<file path="src/rtl/execute_stage.sv">
// Execute stage: ALU, NZCV condition check and condition-gated Execute->Memory register.
// Latency 1 cycle; stall_m holds the E/M register and flags, flush_m loads a bubble.
// Optional failed-condition counter enabled by defining EXEC_SQUASH_CNT_EN.
module execute_stage #(
    parameter int WIDTH = 32
) (
    input  logic             clk,
    input  logic             reset,
    input  logic [WIDTH-1:0] rd1_e,
    input  logic [WIDTH-1:0] rd2_e,
    input  logic [WIDTH-1:0] imm_ext_e,
    input  logic [3:0]       wa3_e,
    input  logic             valid_e,
    input  logic             pc_src_e,
    input  logic             reg_write_e,
    input  logic             mem_to_reg_e,
    input  logic             mem_write_e,
    input  logic             alu_src_e,
    input  logic [1:0]       flag_write_e,
    input  logic [2:0]       alu_control_e,
    input  logic [3:0]       cond_e,
    input  logic             stall_m,
    input  logic             flush_m,
    output logic [WIDTH-1:0] alu_result_m,
    output logic [WIDTH-1:0] write_data_m,
    output logic [3:0]       wa3_m,
    output logic             pc_src_m,
    output logic             reg_write_m,
    output logic             mem_to_reg_m,
    output logic             mem_write_m,
    output logic [3:0]       flags,
    output logic [15:0]      squash_cnt
);
    logic [WIDTH-1:0] w_src_b;
    logic [WIDTH-1:0] w_result;
    logic [WIDTH:0]   w_sum;
    logic [WIDTH:0]   w_diff;
    logic             w_c;
    logic             w_v;
    logic             w_n;
    logic             w_z;
    logic             w_cond_true;
    logic             w_cond_ex;
    logic             w_load;
    logic [3:0]       r_flags;
    logic             w_fn, w_fz, w_fc, w_fv;

    assign w_src_b = alu_src_e ? imm_ext_e : rd2_e;
    assign w_sum   = {1'b0, rd1_e} + {1'b0, w_src_b};
    assign w_diff  = {1'b0, rd1_e} - {1'b0, w_src_b};

    always_comb begin
        w_result = '0;
        w_c      = 1'b0;
        w_v      = 1'b0;
        case (alu_control_e)
            3'b000: begin
                w_result = w_sum[WIDTH-1:0];
                w_c      = w_sum[WIDTH];
                w_v      = (rd1_e[WIDTH-1] == w_src_b[WIDTH-1]) &&
                           (w_sum[WIDTH-1] != rd1_e[WIDTH-1]);
            end
            3'b001: begin
                // Carry is NOT borrow: set when A >= B unsigned.
                w_result = w_diff[WIDTH-1:0];
                w_c      = ~w_diff[WIDTH];
                w_v      = (rd1_e[WIDTH-1] != w_src_b[WIDTH-1]) &&
                           (w_diff[WIDTH-1] != rd1_e[WIDTH-1]);
            end
            3'b010:  w_result = rd1_e & w_src_b;
            3'b011:  w_result = rd1_e | w_src_b;
            3'b100:  w_result = rd1_e ^ w_src_b;
            3'b101:  w_result = w_src_b;
            3'b110:  w_result = rd1_e & ~w_src_b;
            default: w_result = '0;
        endcase
    end

    assign w_n = w_result[WIDTH-1];
    assign w_z = (w_result == '0);

    // Condition sees the committed flags, i.e. those of the instruction one ahead.
    assign {w_fn, w_fz, w_fc, w_fv} = r_flags;

    always_comb begin
        w_cond_true = 1'b0;
        case (cond_e)
            4'b0000: w_cond_true = w_fz;
            4'b0001: w_cond_true = ~w_fz;
            4'b0010: w_cond_true = w_fc;
            4'b0011: w_cond_true = ~w_fc;
            4'b0100: w_cond_true = w_fn;
            4'b0101: w_cond_true = ~w_fn;
            4'b0110: w_cond_true = w_fv;
            4'b0111: w_cond_true = ~w_fv;
            4'b1000: w_cond_true = w_fc & ~w_fz;
            4'b1001: w_cond_true = ~w_fc | w_fz;
            4'b1010: w_cond_true = (w_fn == w_fv);
            4'b1011: w_cond_true = (w_fn != w_fv);
            4'b1100: w_cond_true = ~w_fz & (w_fn == w_fv);
            4'b1101: w_cond_true = w_fz | (w_fn != w_fv);
            default: w_cond_true = 1'b1;
        endcase
    end

    assign w_cond_ex = valid_e & w_cond_true;
    assign w_load    = ~flush_m & ~stall_m;

    always_ff @(posedge clk) begin
        if (reset || flush_m) begin
            alu_result_m <= '0;
            write_data_m <= '0;
            wa3_m        <= '0;
            pc_src_m     <= 1'b0;
            reg_write_m  <= 1'b0;
            mem_to_reg_m <= 1'b0;
            mem_write_m  <= 1'b0;
        end else if (!stall_m) begin
            alu_result_m <= w_result;
            write_data_m <= rd2_e;
            wa3_m        <= wa3_e;
            pc_src_m     <= pc_src_e & w_cond_ex;
            reg_write_m  <= reg_write_e & w_cond_ex;
            mem_to_reg_m <= mem_to_reg_e & valid_e;
            mem_write_m  <= mem_write_e & w_cond_ex;
        end
    end

    always_ff @(posedge clk) begin
        if (reset) begin
            r_flags <= 4'b0000;
        end else if (w_load && w_cond_ex) begin
            if (flag_write_e[1]) r_flags[3:2] <= {w_n, w_z};
            if (flag_write_e[0]) r_flags[1:0] <= {w_c, w_v};
        end
    end

    assign flags = r_flags;

`ifdef EXEC_SQUASH_CNT_EN
    logic [15:0] r_squash_cnt;

    always_ff @(posedge clk) begin
        if (reset) begin
            r_squash_cnt <= '0;
        end else if (w_load && valid_e && !w_cond_true && (r_squash_cnt != 16'hFFFF)) begin
            r_squash_cnt <= r_squash_cnt + 16'd1;
        end
    end

    assign squash_cnt = r_squash_cnt;
`else
    assign squash_cnt = '0;
`endif

endmodule

</file>
<file path="config.mk">
export PLATFORM = sky130hd
export DESIGN_NAME = execute_stage
export DESIGN_NICKNAME = d
export VERILOG_FILES = /design/src/rtl/execute_stage.sv
export SDC_FILE = /design/constraint.sdc
export NUM_CORES = 1
export LEC_CHECK = 0
export CORE_AREA = 2 2 193 157
export CTS_BUF_LIST = sky130_fd_sc_hd__clkbuf_8
export DETAILED_ROUTE_END_ITERATION = 12
export DIE_AREA = 0 0 195 159
export PLACE_DENSITY = 0.65
export SKIP_CTS_REPAIR_TIMING = 1
export SKIP_LAST_GASP = 1
export SYNTH_ARGS = -nofsm -noshare
export SYNTH_HDL_FRONTEND = slang
export SYNTH_SLANG_ARGS = --single-unit
</file>
<file path="constraint.sdc">
create_clock -name clk -period 9.9 [get_ports clk]
set_input_delay 2.97 -clock clk [delete_from_list [all_inputs] [get_ports clk]]
set_output_delay 2.97 -clock clk [all_outputs]
set_load 0.01 [all_outputs]
</file>
==> summary.txt, run 1 <==
Req. time, crit path - 10.19 ns
Initial drt markers - 1175
Vias in the first global route - 10700
CP Launch Type - input pin
DIE WIDTH - 195 µm
TNS Setup - 0 ns
Final core occ - 0.424
Minimum clock period - 7.65 ns
Crit-path max cell delay - 0.73 ns
Overflow after GRT - 0
Worst hold margin - 0.466 ns
First-pass GRT wire length - 63.9 mm
Cells after Synth - 1373
Chip height - 159 µm
Clock Path Buffers - 2
DR DRC count - 0
Crit. End Element - flop
CTS H-tree depth - 3
Largest net degree at the start of global routing - 68
Die ar. - 0.0310 mm²
CTS tree - yes
Max Cap Violations - 0
Finished Layout Cells - 1895
Slew @ Worst Pin - 1.25 ns
Clock sinks - 76
IO Port Bufs - 194
Asr flop ratio synth - 0
Inserted Clock Buffers - 9
Clock Pin Slew Worst Setup and Hold Paths - 0.08 ns
Cell Chain, Critical Path - buf_2 -> buf_4 -> mux2i_1 -> ha_1 -> nor2b_1 -> nor2_1 -> and4b_1 -> a31oi_1 -> mux2i_1 -> nand4b_1 -> nor4_1 -> nand4_1 -> nor4b_2 -> nand4_1 -> o31ai_2
Top cell type by total area after synthesis - dfxtp_1
Initial antenna violation count - 1
GRT Total Usage - 0.265
Vias - 11200
Mapped Area - 0.0100 mm²
Synth area leaders - dfxtp_1 (15%), ha_1 (13%), mux2i_1 (8.1%)
DRT Pass-1 Iters - 5
Root buf cell - clkbuf_8
Post-layout power - 1.21 mW
Crit-path slowest cell - mux2i_1
WL/cell - 22.6 µm
Initial Util - 0.345
Final setup viols - 0
Hold WC Path Type - reg2reg
Antenna Nets Post-Route - 0
Tcrit/Tclk final - 0.772
Row cnt - 56
Worst vdd ir - 0.0577 mV
Avg Inst Size Synth - 7.29 µm²
Sequential fraction of the synthesis area - 0.152
Area Overhead vs Synth - 22.8%
IO Count - 211
Proportion of layout cells with a drive suffix above 1 - 0.0541
WL final - 42.8 mm
WP data arrival - 7.94 ns
Setup Skew - 0.00284 ns
Synth Register Bits - 76
F_max - 131 MHz
Final-report max-slew violation count - 0
CP max FO - 19
Share of the synthesized area in the top cell type - 0.152
Core Footprint - 0.0290 mm²
Fin. Hold Viols - 0
CP Class - in2reg
Cell Pwr Density - 98.3 mW/mm²
Post-synth EDFFs - 0
YS warnings - 0
Static leakage - 5.10 nW
Fin nets - 1736
Post-synthesis cell type count - 100
Drt via density - 5.93
Placed Cells - 1878
Status - finished clean
Estimated wirelength of the detail-placed design - 33.1 mm
Rel. slew slack - 0.163
Routability Congestion - 0.979
Unrepaired setup endpoints after global routing - false
Clk_lat worst skew - 0.37 ns
Top_reg_cell synth - dfxtp_1
==> metrics by stage <==
| stage | setup WS [ns] | area, µm² |
|---|---|---|
| after floorplan | 3.34 | 10100 |
| after global placement | 2.02 | 12100 |
| after detailed placement | 2.02 | 12100 |
| after CTS | 2.40 | 12300 |
| after global routing | 2.05 | 12300 |
| final | 2.25 | 12300 |
==> final cells by class <==
cell class	count	area, µm²
antenna	1	2.50
tap	377	472
clock buffer	12	165
fill	3008	16700
multi-input combinational	1108	7640
sequential	76	1520
clock inverter	4	22.5
timing repair buffer	215	2080
inverter	102	383
==> worst max-delay path, delay by kind of cell <==
| kind | cells | cell delay [ns] |
|---|---|---|
| and+or+nand+nor | 8 | 1.96 |
| muxes | 2 | 0.98 |
| buffers and inverters | 2 | 0.87 |
| AOI/OAI and AO/OA | 2 | 0.62 |
| adders and majority gates | 1 | 0.53 |
==> Yosys cell counts, types with 5 or more instances <==
master	count
or4_1	5
a221o_1	7
nor4_1	12
buf_1	7
inv_2	5
or3_1	10
or2_2	5
o21ai_0	69
o32a_1	5
nand3b_1	10
inv_1	97
dfxtp_1	76
mux2i_1	81
a32oi_1	6
buf_4	21
o31ai_1	10
a211o_1	7
nor2_1	163
o21bai_1	8
nand3_1	26
ha_1	103
nor2b_1	21
o221ai_1	7
a211oi_1	25
o211ai_1	21
a21oi_1	104
o21ai_1	6
a31oi_1	29
a21o_1	12
clkbuf_1	45
o32ai_1	15
nand2b_1	13
nor3_1	31
and3_1	15
o2111ai_1	5
buf_2	26
o22ai_1	12
nand4_1	13
and2_1	9
o21a_1	13
xnor2_1	13
nand2_1	98
==> placed cells by master (no fill, tap or decap), types with 15 or more instances in the layout <==
master | synthesis | final
and3_1 | 15 | 15
conb_1 | 1 | 16
clkdlybuf4s50_1 | 0 | 191
nor2b_1 | 21 | 21
nor3_1 | 31 | 31
a21oi_1 | 104 | 104
nor2_1 | 163 | 163
o32ai_1 | 15 | 15
o211ai_1 | 21 | 21
ha_1 | 103 | 103
o21ai_0 | 69 | 69
a31oi_1 | 29 | 29
a211oi_1 | 25 | 25
nand3_1 | 26 | 26
nand2_1 | 98 | 98
dfxtp_1 | 76 | 76
buf_4 | 21 | 21
mux2i_1 | 81 | 81
inv_1 | 97 | 97
==> per-layer routing <==
| layer | global-route usage | share of wire |
|---|---|---|
| met5 | 0 | 0 |
| met4 | 0.0833 | 0.032 |
| met3 | 0.0508 | 0.086 |
| met2 | 0.430 | 0.45 |
| met1 | 0.354 | 0.43 |
==> power breakdown <==
part           switching, mW  internal (mW)  total, mW
logic                  0.406          0.246      0.652
registers            0.00625          0.317      0.323
clock network          0.122          0.110      0.232
total                  0.534          0.674       1.21
==> path summary, 6_finish.rpt <==
| kind | slack (ns) | end | start | cells past startpoint |
|---|---|---|---|---|
| worst min register to register | 0.47 | alu_result_m[13] | alu_result_m[13] | 2 |
| worst min-delay path | 0.47 | alu_result_m[13] | alu_result_m[13] | 2 |
| worst max register to register | 7.40 | flags[1] | flags[3] | 9 |
| worst max-delay path | 2.25 | flags[2] | alu_src_e | 15 |
==> kinds of logic (layout without fill, tap and decap cells) <==
family,after synthesis,after routing,share of synthesized area
flip-flops,76,76,0.152
adder cells (fa/ha/maj),105,105,0.133
AO/OA/AOI/OAI,427,427,0.295
XOR/XNOR,15,15,0.0131
other,1,17,0.000375
AND/OR/NAND/NOR,456,456,0.223
multiplexers,89,89,0.0939
buffers and inverters,204,333,0.0899
==> sequential cells by signal, indices dropped and copies added, names as in the netlist <==
name	flops
write_data_m	32
reg_write_m	1
flags	4
alu_result_m	32
pc_src_m	1
wa3_m	4
mem_to_reg_m	1
mem_write_m	1
Power figures use the tool's default switching activity.
==> inputs of run 2 (changes only) <==
==> constraint.sdc (replaced) <==
create_clock -name clk -period 7.92 [get_ports clk]
set_input_delay 2.376 -clock clk [delete_from_list [all_inputs] [get_ports clk]]
set_output_delay 2.376 -clock clk [all_outputs]
set_load 0.01 [all_outputs]
==> run 2 against run 1 <==
Net effect:
- final cell count up 0.58%
- clock skew down 0.0012 ns
- worst setup slack worse by 1.1 ns
- sequential share of layout area down 0.16 points
- via count up 0.63%
- first-iteration DRC count about the same
- sequential power up 25%
- wire length up 1.2%
- hold slack better by 0.0040 ns
- clock power up 66%
- design area up 1.3%
- critical endpoint unchanged
==> summary.txt, run 2 (synthesis results as in run 1) <==
Clk_lat worst skew - 0.36 ns
Root buf cell - clkbuf_8
DR DRC count - 0
Final setup viols - 0
Core Footprint - 0.0290 mm²
Fin nets - 1748
Antenna cell count - 0
Busiest grt layer - met2
Final-report max-slew violation count - 0
Static leakage - 5.18 nW
Minimum clock period - 6.77 ns
WP data arrival - 7.05 ns
Routability Congestion - 1.02
Antenna Nets Post-Route - 0
Unrepaired setup endpoints after global routing - false
Commonest cells after routing, fill and taps aside - clkdlybuf4s50_1 (191), nor2_1 (163), a21oi_1 (104)
Setup Skew - 0.00161 ns
Crit-path max cell delay - 0.55 ns
WL final - 43.3 mm
CP max FO - 13
Crit-path slowest cell - mux2i_1
Drt via density - 5.93
Vias - 11300
IO Port Bufs - 194
Finished Layout Cells - 1906
Clock Path Buffers - 2
Crit. End Element - flop
TNS Setup - 0 ns
Met2 GRT Util - 0.430
GRT Total Usage - 0.270
Fin. Hold Viols - 0
Area Overhead vs Synth - 24.4%
Estimated wirelength of the detail-placed design - 34.0 mm
First-pass GRT wire length - 65.4 mm
Overflow after GRT - 0
Cell Chain, Critical Path - buf_2 -> buf_4 -> mux2i_1 -> ha_1 -> inv_1 -> a21oi_1 -> o311ai_0 -> o221ai_1 -> a21oi_1 -> or3b_2 -> a21oi_1 -> nand4b_1 -> nor4_1 -> nand4_1 -> o31ai_2
DIE WIDTH - 195 µm
Placed Cells - 1890
Final Instance Area - 0.0125 mm²
WL/cell - 22.7 µm
Worst vdd ir - 0.0935 mV
Clock Pin Slew Worst Setup and Hold Paths - 0.09 ns
Final core occ - 0.429
Initial Util - 0.345
Rel. slew slack - 0.377
CTS tree - yes
Status - finished clean
Largest net degree at the start of global routing - 65
Inserted Clock Buffers - 9
Cell Pwr Density - 130 mW/mm²
Hold WC Path Type - reg2reg
CTS H-tree depth - 3
Storage cell area - 0.00152 mm²
Proportion of layout cells with a drive suffix above 1 - 0.0615
Die ar. - 0.0310 mm²
DRT Pass-1 Iters - 5
Area of the multi-input gates - 0.00764 mm²
Initial antenna violation count - 0
Initial drt markers - 1176
Chip height - 159 µm
Slew @ Worst Pin - 0.908 ns
F_max - 148 MHz
Vias in the first global route - 10700
CP Class - in2reg
Row cnt - 56
Biggest regs - alu_result_m (32), write_data_m (32)
Most common cell after layout, fill and taps aside - clkdlybuf4s50_1
CP Launch Type - input pin
# fillers - 2963
Crit-path most repeated cell - a21oi_1
Cell Area, Placed - 0.0122 mm²
Tcrit/Tclk final - 0.855
Clock sinks - 76
IO Count - 211
Met1 Track Usage GR - 0.370
Met3 usage - 0.0487
Max Cap Violations - 0
Req. time, crit path - 8.20 ns
-- run 2: cell types whose count changed in the layout (fill, tap and decap cells not counted), sizes merged --
cell | before | now
bufinv | 0 | 3
clkbuf | 12 | 11
inv | 102 | 103
buf | 24 | 36
diode | 1 | 0
clkinv | 3 | 0
-- run 2: critical path: cells and delay by family --
family,cells,cell delay (ns)
AOI/OAI and AO/OA,6,1.65
and+or+nand+nor,4,0.98
buffers and inverters,3,0.96
muxes,1,0.55
adders and majority gates,1,0.50
-- run 2: per-stage QoR --
step	setup WS (ns)	hold slack, ns	power (mW)
floorplan	1.96	0.486	0.929
global placement	0.874	0.452	1.21
detailed placement	0.918	0.456	1.21
CTS	1.29	0.471	1.60
global route	0.963	0.494	1.70
finish	1.15	0.470	1.62
-- run 2: final timing paths --
path              slack (ns)                to             start  cells after the start
hold reg to reg         0.47  alu_result_m[31]  alu_result_m[31]                      2
hold / removal          0.47  alu_result_m[31]  alu_result_m[31]                      2
setup / recovery        1.15          flags[2]         alu_src_e                     15
setup reg to reg        5.46          flags[1]          flags[3]                      9
-- run 2: final cells by class --
class / count / area share
multi-input combinational: 1108 / 0.614
timing repair buffer: 227 / 0.175
sequential: 76 / 0.122
tap: 377 / 0.0379
inverter: 102 / 0.0307
clock buffer: 11 / 0.0122
clock inverter: 5 / 0.00854
-- run 2: where the power goes --
group / leakage (nW) / internal (mW) / switching, mW
logic: 4.44 / 0.315 / 0.513
registers: 0.619 / 0.396 / 0.00780
clock network: 0.126 / 0.228 / 0.158
total: 5.18 / 0.939 / 0.679
-- run 2: per-layer routing --
layer,wire [µm],vias to the layer above
li1,-,5281
met1,18900,5339
met2,19100,604
met3,3940,76
met4,1410,0
met5,0,-
==> inputs of run 3 (changes only) <==
--- a/config.mk
+++ b/config.mk
@@ -9,7 +9,7 @@
 export CTS_BUF_LIST = sky130_fd_sc_hd__clkbuf_8
 export DETAILED_ROUTE_END_ITERATION = 12
 export DIE_AREA = 0 0 195 159
-export PLACE_DENSITY = 0.65
+export PLACE_DENSITY = 0.67
 export SKIP_CTS_REPAIR_TIMING = 1
 export SKIP_LAST_GASP = 1
 export SYNTH_ARGS = -nofsm -noshare
==> run 3 against run 2 <==
Net effect:
- clock skew down 0.00067 ns
- clock-buffer cell count unchanged
- critical path depth up 3
- die area unchanged
- combinational power about the same
- design area down 0.26%
==> summary.txt, run 3 (synthesis results as in run 1) <==
WP data arrival - 7.24 ns
Hold WC Path Type - reg2reg
Tcrit/Tclk final - 0.879
Worst hold margin - 0.466 ns
Biggest regs - alu_result_m (32), write_data_m (32)
R2R Setup Slk - 5.43 ns
Status - finished clean
Inserted Clock Buffers - 9
Fin nets - 1751
Slew @ Worst Pin - 1.03 ns
Clk_lat worst skew - 0.36 ns
Post-layout power - 1.55 mW
Final setup viols - 0
Crit. End Element - flop
Antenna cell count - 0
Hold depth - 2
Final-report max-slew violation count - 0
Initial drt markers - 1375
# fillers - 2965
RR Startpoint - flags[3]
CP max FO - 12
DRT Pass-1 Iters - 6
Static leakage - 5.18 nW
Clock Path Buffers - 2
CP Class - in2reg
Row cnt - 56
Max Cap Violations - 0
IO Count - 211
Initial antenna violation count - 0
CTS H-tree depth - 3
Worst Hold Launch - alu_result_m[15]
DR DRC count - 0
Buffers & Inverters on Critical Path - 4
Overflow after GRT - 0
Antenna Nets Post-Route - 0
Finished Layout Cells - 1909
Vias - 11400
Cell Chain, Critical Path - buf_2 -> buf_4 -> mux2i_1 -> inv_1 -> ha_1 -> inv_1 -> fa_1 -> or3b_4 -> a211oi_2 -> nor2_1 -> and3_1 -> nor4_1 -> o2111ai_1 -> nor4_2 -> nand4_1 -> nor4b_2 -> nand4_1 -> o31ai_2
CP Launch Type - input pin
Fin. Hold Viols - 0
DIE WIDTH - 195 µm
TNS Setup - 0 ns
Unrepaired setup endpoints after global routing - false
Minimum clock period - 6.96 ns
Clock sinks - 76
F_max - 144 MHz
First-pass GRT wire length - 64.4 mm
WL final - 42.9 mm
Largest net degree at the start of global routing - 63
Commonest cells after routing, fill and taps aside - clkdlybuf4s50_1 (191), nor2_1 (163), a21oi_1 (104)
Area Overhead vs Synth - 24.1%
Most common cell after layout, fill and taps aside - clkdlybuf4s50_1
RR Endpoint - flags[1]
Cell Pwr Density - 124 mW/mm²
Final Instance Area - 0.0124 mm²
Vias in the first global route - 10600
Die ar. - 0.0310 mm²
Core Footprint - 0.0290 mm²
GRT Total Usage - 0.266
Placed Cells - 1893
Rel. slew slack - 0.310
Cell Area, Placed - 0.0122 mm²
Root buf cell - clkbuf_8
Hold Path End - alu_result_m[15]
Worst reg-to-reg path cell count - 9
CP Depth - 18
Crit-path slowest cell - nor4_1
CTS tree - yes
Initial Util - 0.345
Req. time, crit path - 8.21 ns
Crit-path max cell delay - 0.66 ns
IO Port Bufs - 194
Worst vdd ir - 0.0919 mV
Proportion of layout cells with a drive suffix above 1 - 0.0627
Drt via density - 5.98
WL/cell - 22.5 µm
Clock Pin Slew Worst Setup and Hold Paths - 0.08 ns
Routability Congestion - 1.01
Setup Skew - 0.000940 ns
Estimated wirelength of the detail-placed design - 33.6 mm
Chip height - 159 µm
Critical path's top delay family - simple AND/OR/NAND/NOR gates
run 3: layout make-up:
cell class / instances / area [µm²] / area share
sequential: 76 / 1520 / 0.123
multi-input combinational: 1108 / 7640 / 0.615
clock inverter: 5 / 51.3 / 0.00413
inverter: 102 / 383 / 0.0308
tap: 377 / 472 / 0.0380
timing repair buffer: 230 / 2200 / 0.177
clock buffer: 11 / 151 / 0.0122
run 3: power by group:
part / total (mW) / internal [mW] / switching, mW / leakage (nW)
Sequential: 0.404 / 0.396 / 0.00785 / 0.619
Combinational: 0.827 / 0.314 / 0.512 / 4.45
Clock: 0.315 / 0.161 / 0.154 / 0.107
run 3: through the flow:
step,util,setup WS (ns)
2_1_floorplan,-,1.96
3_3_place_gp,0.421,0.748
3_5_place_dp,0.421,0.645
4_1_cts,0.428,1.01
5_1_grt,0.428,0.781
6_report,0.428,0.961
run 3: routing by layer:
metal | global-route usage | wire (µm)
met1 | 0.364 | 18100
met4 | 0.0978 | 1690
met3 | 0.0460 | 4170
met2 | 0.417 | 19000
met5 | 0 | 0
run 3: worst max-delay path by stage:
stage	start	to	slack, ns
2_1_floorplan	alu_src_e	flags[2]	1.96
3_3_place_gp	alu_src_e	flags[2]	0.75
3_5_place_dp	alu_src_e	flags[2]	0.65
4_1_cts	alu_src_e	flags[2]	1.01
5_1_grt	alu_src_e	flags[2]	0.78
6_report	alu_src_e	flags[2]	0.96
run 3: worst register-to-register path: cells and delay by family, from the launching register on:
| family | cells | cell delay (ns) |
|---|---|---|
| compound gates | 5 | 1.00 |
| simple gates | 3 | 0.81 |
| flops | 1 | 0.34 |
| xor+xnor | 1 | 0.28 |
==> edit: new RTL, config.mk and constraints of run 3 <==
The option `EXEC_SQUASH_CNT_EN` is turned on by a define.
--- a/src/rtl/execute_stage.sv
+++ b/src/rtl/execute_stage.sv
@@ -3,2 +3,4 @@
 // Optional failed-condition counter enabled by defining EXEC_SQUASH_CNT_EN.
+`define EXEC_SQUASH_CNT_EN
+
 module execute_stage #(
Formal check against the unedited RTL: not equivalent (a bounded check fails within 4 cycles, from zero or initial values and one cycle with reset high).
==> edit against run 3 <==
- power up 8.3%
- clock power up 8.6%
- non-clock buffer count up 19
- synthesized area up 4.2%
- via count up 3.4%
- fmax down 1.8%
- utilization up 2.3 points
- sequential power up 20%
- cell area up 5.5%
- first-iteration DRC count down 5.7%
- die area unchanged
- routed wire length up 8.5%
- sequential cell count up 16
- worst setup slack worse by 130 ps
- largest cell class unchanged
==> edit: results (changes against run 3) <==
Finish
The number of antenna repair diodes is 0 (unchanged). The core occupancy in the finished layout is 0.4515 (+0.02333). The net count reported at finish is 1,822 (+4.1%). The total of fill cells in the finished design is 2,936 (-0.98%). The layout cell share with drive strength beyond 1 is 0.06137 (-0.001298).

The post-route non-filler standard cell count is 1,974 (+3.4%).

Timing
The number of hold-slack violations in the final timing report is 0 (unchanged). The worst-case headroom to the max-slew limit came to 0.2901 (-0.01975). The final clock skew came to 14.76 ps (+13.82 ps).

Global route
The initial antenna violation count was 0 (unchanged). The overall track demand over capacity in global routing is 0.2918 (+0.02611). The global-route wire length before repair was 69,250 um (+7.6%). The pin count of the biggest net entering global routing is 69 (+9.5%). The via count of the first global-routing pass was 11.11k (+5.1%).

Power
The maximum resistive drop on vdd came to 0.1003 mV (+9.0%). The switching part of the total is 0.4506 (+0.01452). The cell leakage power was 0.005367 uW (+3.7%).

Synthesis
The mean instance size in the synthesized netlist is 7.332 sq um (+0.59%). The number of nets produced by synthesis is about 1.7k. The sequential element share of the synthesized area is 0.1766 (+0.02463). The fraction of registers with async set/reset is 0 (unchanged).

By area the synthesized netlist is led by sky130_fd_sc_hd__dfxtp_1 (18%), sky130_fd_sc_hd__ha_1 (13%), sky130_fd_sc_hd__mux2i_1 (7.9%). The distinct cell type count of the synthesized netlist is 88 (-12%). The biggest area contributor in the post-synthesis netlist is sky130_fd_sc_hd__dfxtp_1. The warning count from the yosys run is 0 (unchanged). Ranked by instance count, the synthesized netlist is headed by sky130_fd_sc_hd__nor2_1 (197), sky130_fd_sc_hd__a21oi_1 (117), sky130_fd_sc_hd__ha_1 (109), sky130_fd_sc_hd__inv_1 (96), sky130_fd_sc_hd__nand2_1 (94).

Critical path
The signal arrival time at the worst endpoint is 7440 ps (+200 ps). The largest fanout on the critical path is 21 (+9).

Routing
The number of DRC markers in iteration 0 is 1,297 (-5.7%). The aggregate routed wire length is 46,580 um (+8.5%). The average via count per standard cell is 5.981 (about the same). The length of the first detailed-routing pass in iterations was 5 (-1).

Clock tree
The clock-pin slew reported for the worst setup and hold paths after clock tree synthesis was 120 ps (+40 ps). The latest clock arrival within the worst-skew pair is 400 ps (+40 ps). The cell at the root of the clock tree is sky130_fd_sc_hd__clkbuf_8.

The number of clock buffers inserted by TritonCTS is 9 (unchanged). The count of H-tree levels built during CTS is 3 (unchanged). The maximum number of buffers from clock root to sink is 2 (unchanged).

Placed design
The count of input and output buffers is 210 (+8.2%). The pre-CTS worst setup slack is 629.3 ps (-15.85 ps). The detailed placement HPWL was 36,730 um (+9.2%). The instance area at placement was 12,890 sq um (+5.5%). The global placement routability congestion was 1.016 (+0.78%).

Min path
The worst hold-check path type is reg -> reg.

Run status
The run finished with clean final reports.
-- edit: cell count changes after synthesis, moves of 9 or more --
| cell | run 3 | this run |
|---|---|---|
| sky130_fd_sc_hd__nor2_1 | 163 | 197 |
| sky130_fd_sc_hd__nand3_1 | 26 | 45 |
| sky130_fd_sc_hd__xor2_1 | 2 | 21 |
| sky130_fd_sc_hd__buf_4 | 21 | 4 |
| sky130_fd_sc_hd__dfxtp_1 | 76 | 92 |
| sky130_fd_sc_hd__a21oi_1 | 104 | 117 |
| sky130_fd_sc_hd__nand3b_1 | 10 | 0 |
| sky130_fd_sc_hd__o32ai_1 | 15 | 6 |
-- edit: power by group through the flow --
stage | combinational (uW) | sequential [uW] | clock [uW]
final | 847 | 486 | 342
after global routing | 905 | 488 | 363
after floorplan | 500 | 502 | 0
after global placement | 818 | 496 | 0
after CTS | 820 | 486 | 347
after detailed placement | 815 | 496 | 0
-- edit: layer usage --
metal	vias up	track usage	wire length, um
li1	5471	-	-
met1	5623	0.4222	21410
met2	664	0.3982	18030
met3	49	0.1144	6173
met4	0	0.07252	973
met5	-	0	0
-- edit: worst paths after layout --
check	to	startpoint	cells past startpoint	slack (ps)
setup / recovery	flags[2]	alu_src_e	15	830
hold / removal	alu_result_m[6]	alu_result_m[6]	2	470
setup reg to reg	squash_cnt[13]	flags[3]	9	4930
hold reg to reg	alu_result_m[6]	alu_result_m[6]	2	470
-- edit: layout make-up --
type	instances	area share
inverters	97	0.02780
flip-flops and latches	92	0.1406
multi-input cells	1143	0.5980
clock inverters	7	0.006210
clock buffers	9	0.009458
repair buffers	249	0.1819
well taps	377	0.03602
-- edit: kinds of logic after synthesis --
logic type | count (synthesis) | share of synthesized area
xor gates and xnor gates | 38 | 0.03192
DFF | 92 | 0.1766
AOI/OAI and AO/OA | 424 | 0.2776
buffers and inverters | 187 | 0.07296
adders and majority gates | 111 | 0.1346
muxes | 91 | 0.08976
and+or+nand+nor | 479 | 0.2165
-- edit: critical path, cell delays in order --
cell,delay (ps)
sky130_fd_sc_hd__buf_2,320
sky130_fd_sc_hd__buf_4,480
sky130_fd_sc_hd__mux2i_1,770
sky130_fd_sc_hd__ha_1,530
sky130_fd_sc_hd__nor4b_1,530
sky130_fd_sc_hd__nand3_1,130
sky130_fd_sc_hd__a211oi_1,220
sky130_fd_sc_hd__a21oi_1,110
sky130_fd_sc_hd__o21ai_1,440
sky130_fd_sc_hd__a21boi_0,230
sky130_fd_sc_hd__xor2_1,200
sky130_fd_sc_hd__a221oi_1,530
sky130_fd_sc_hd__nand4_1,220
sky130_fd_sc_hd__nor4_2,180
sky130_fd_sc_hd__a31o_1,160
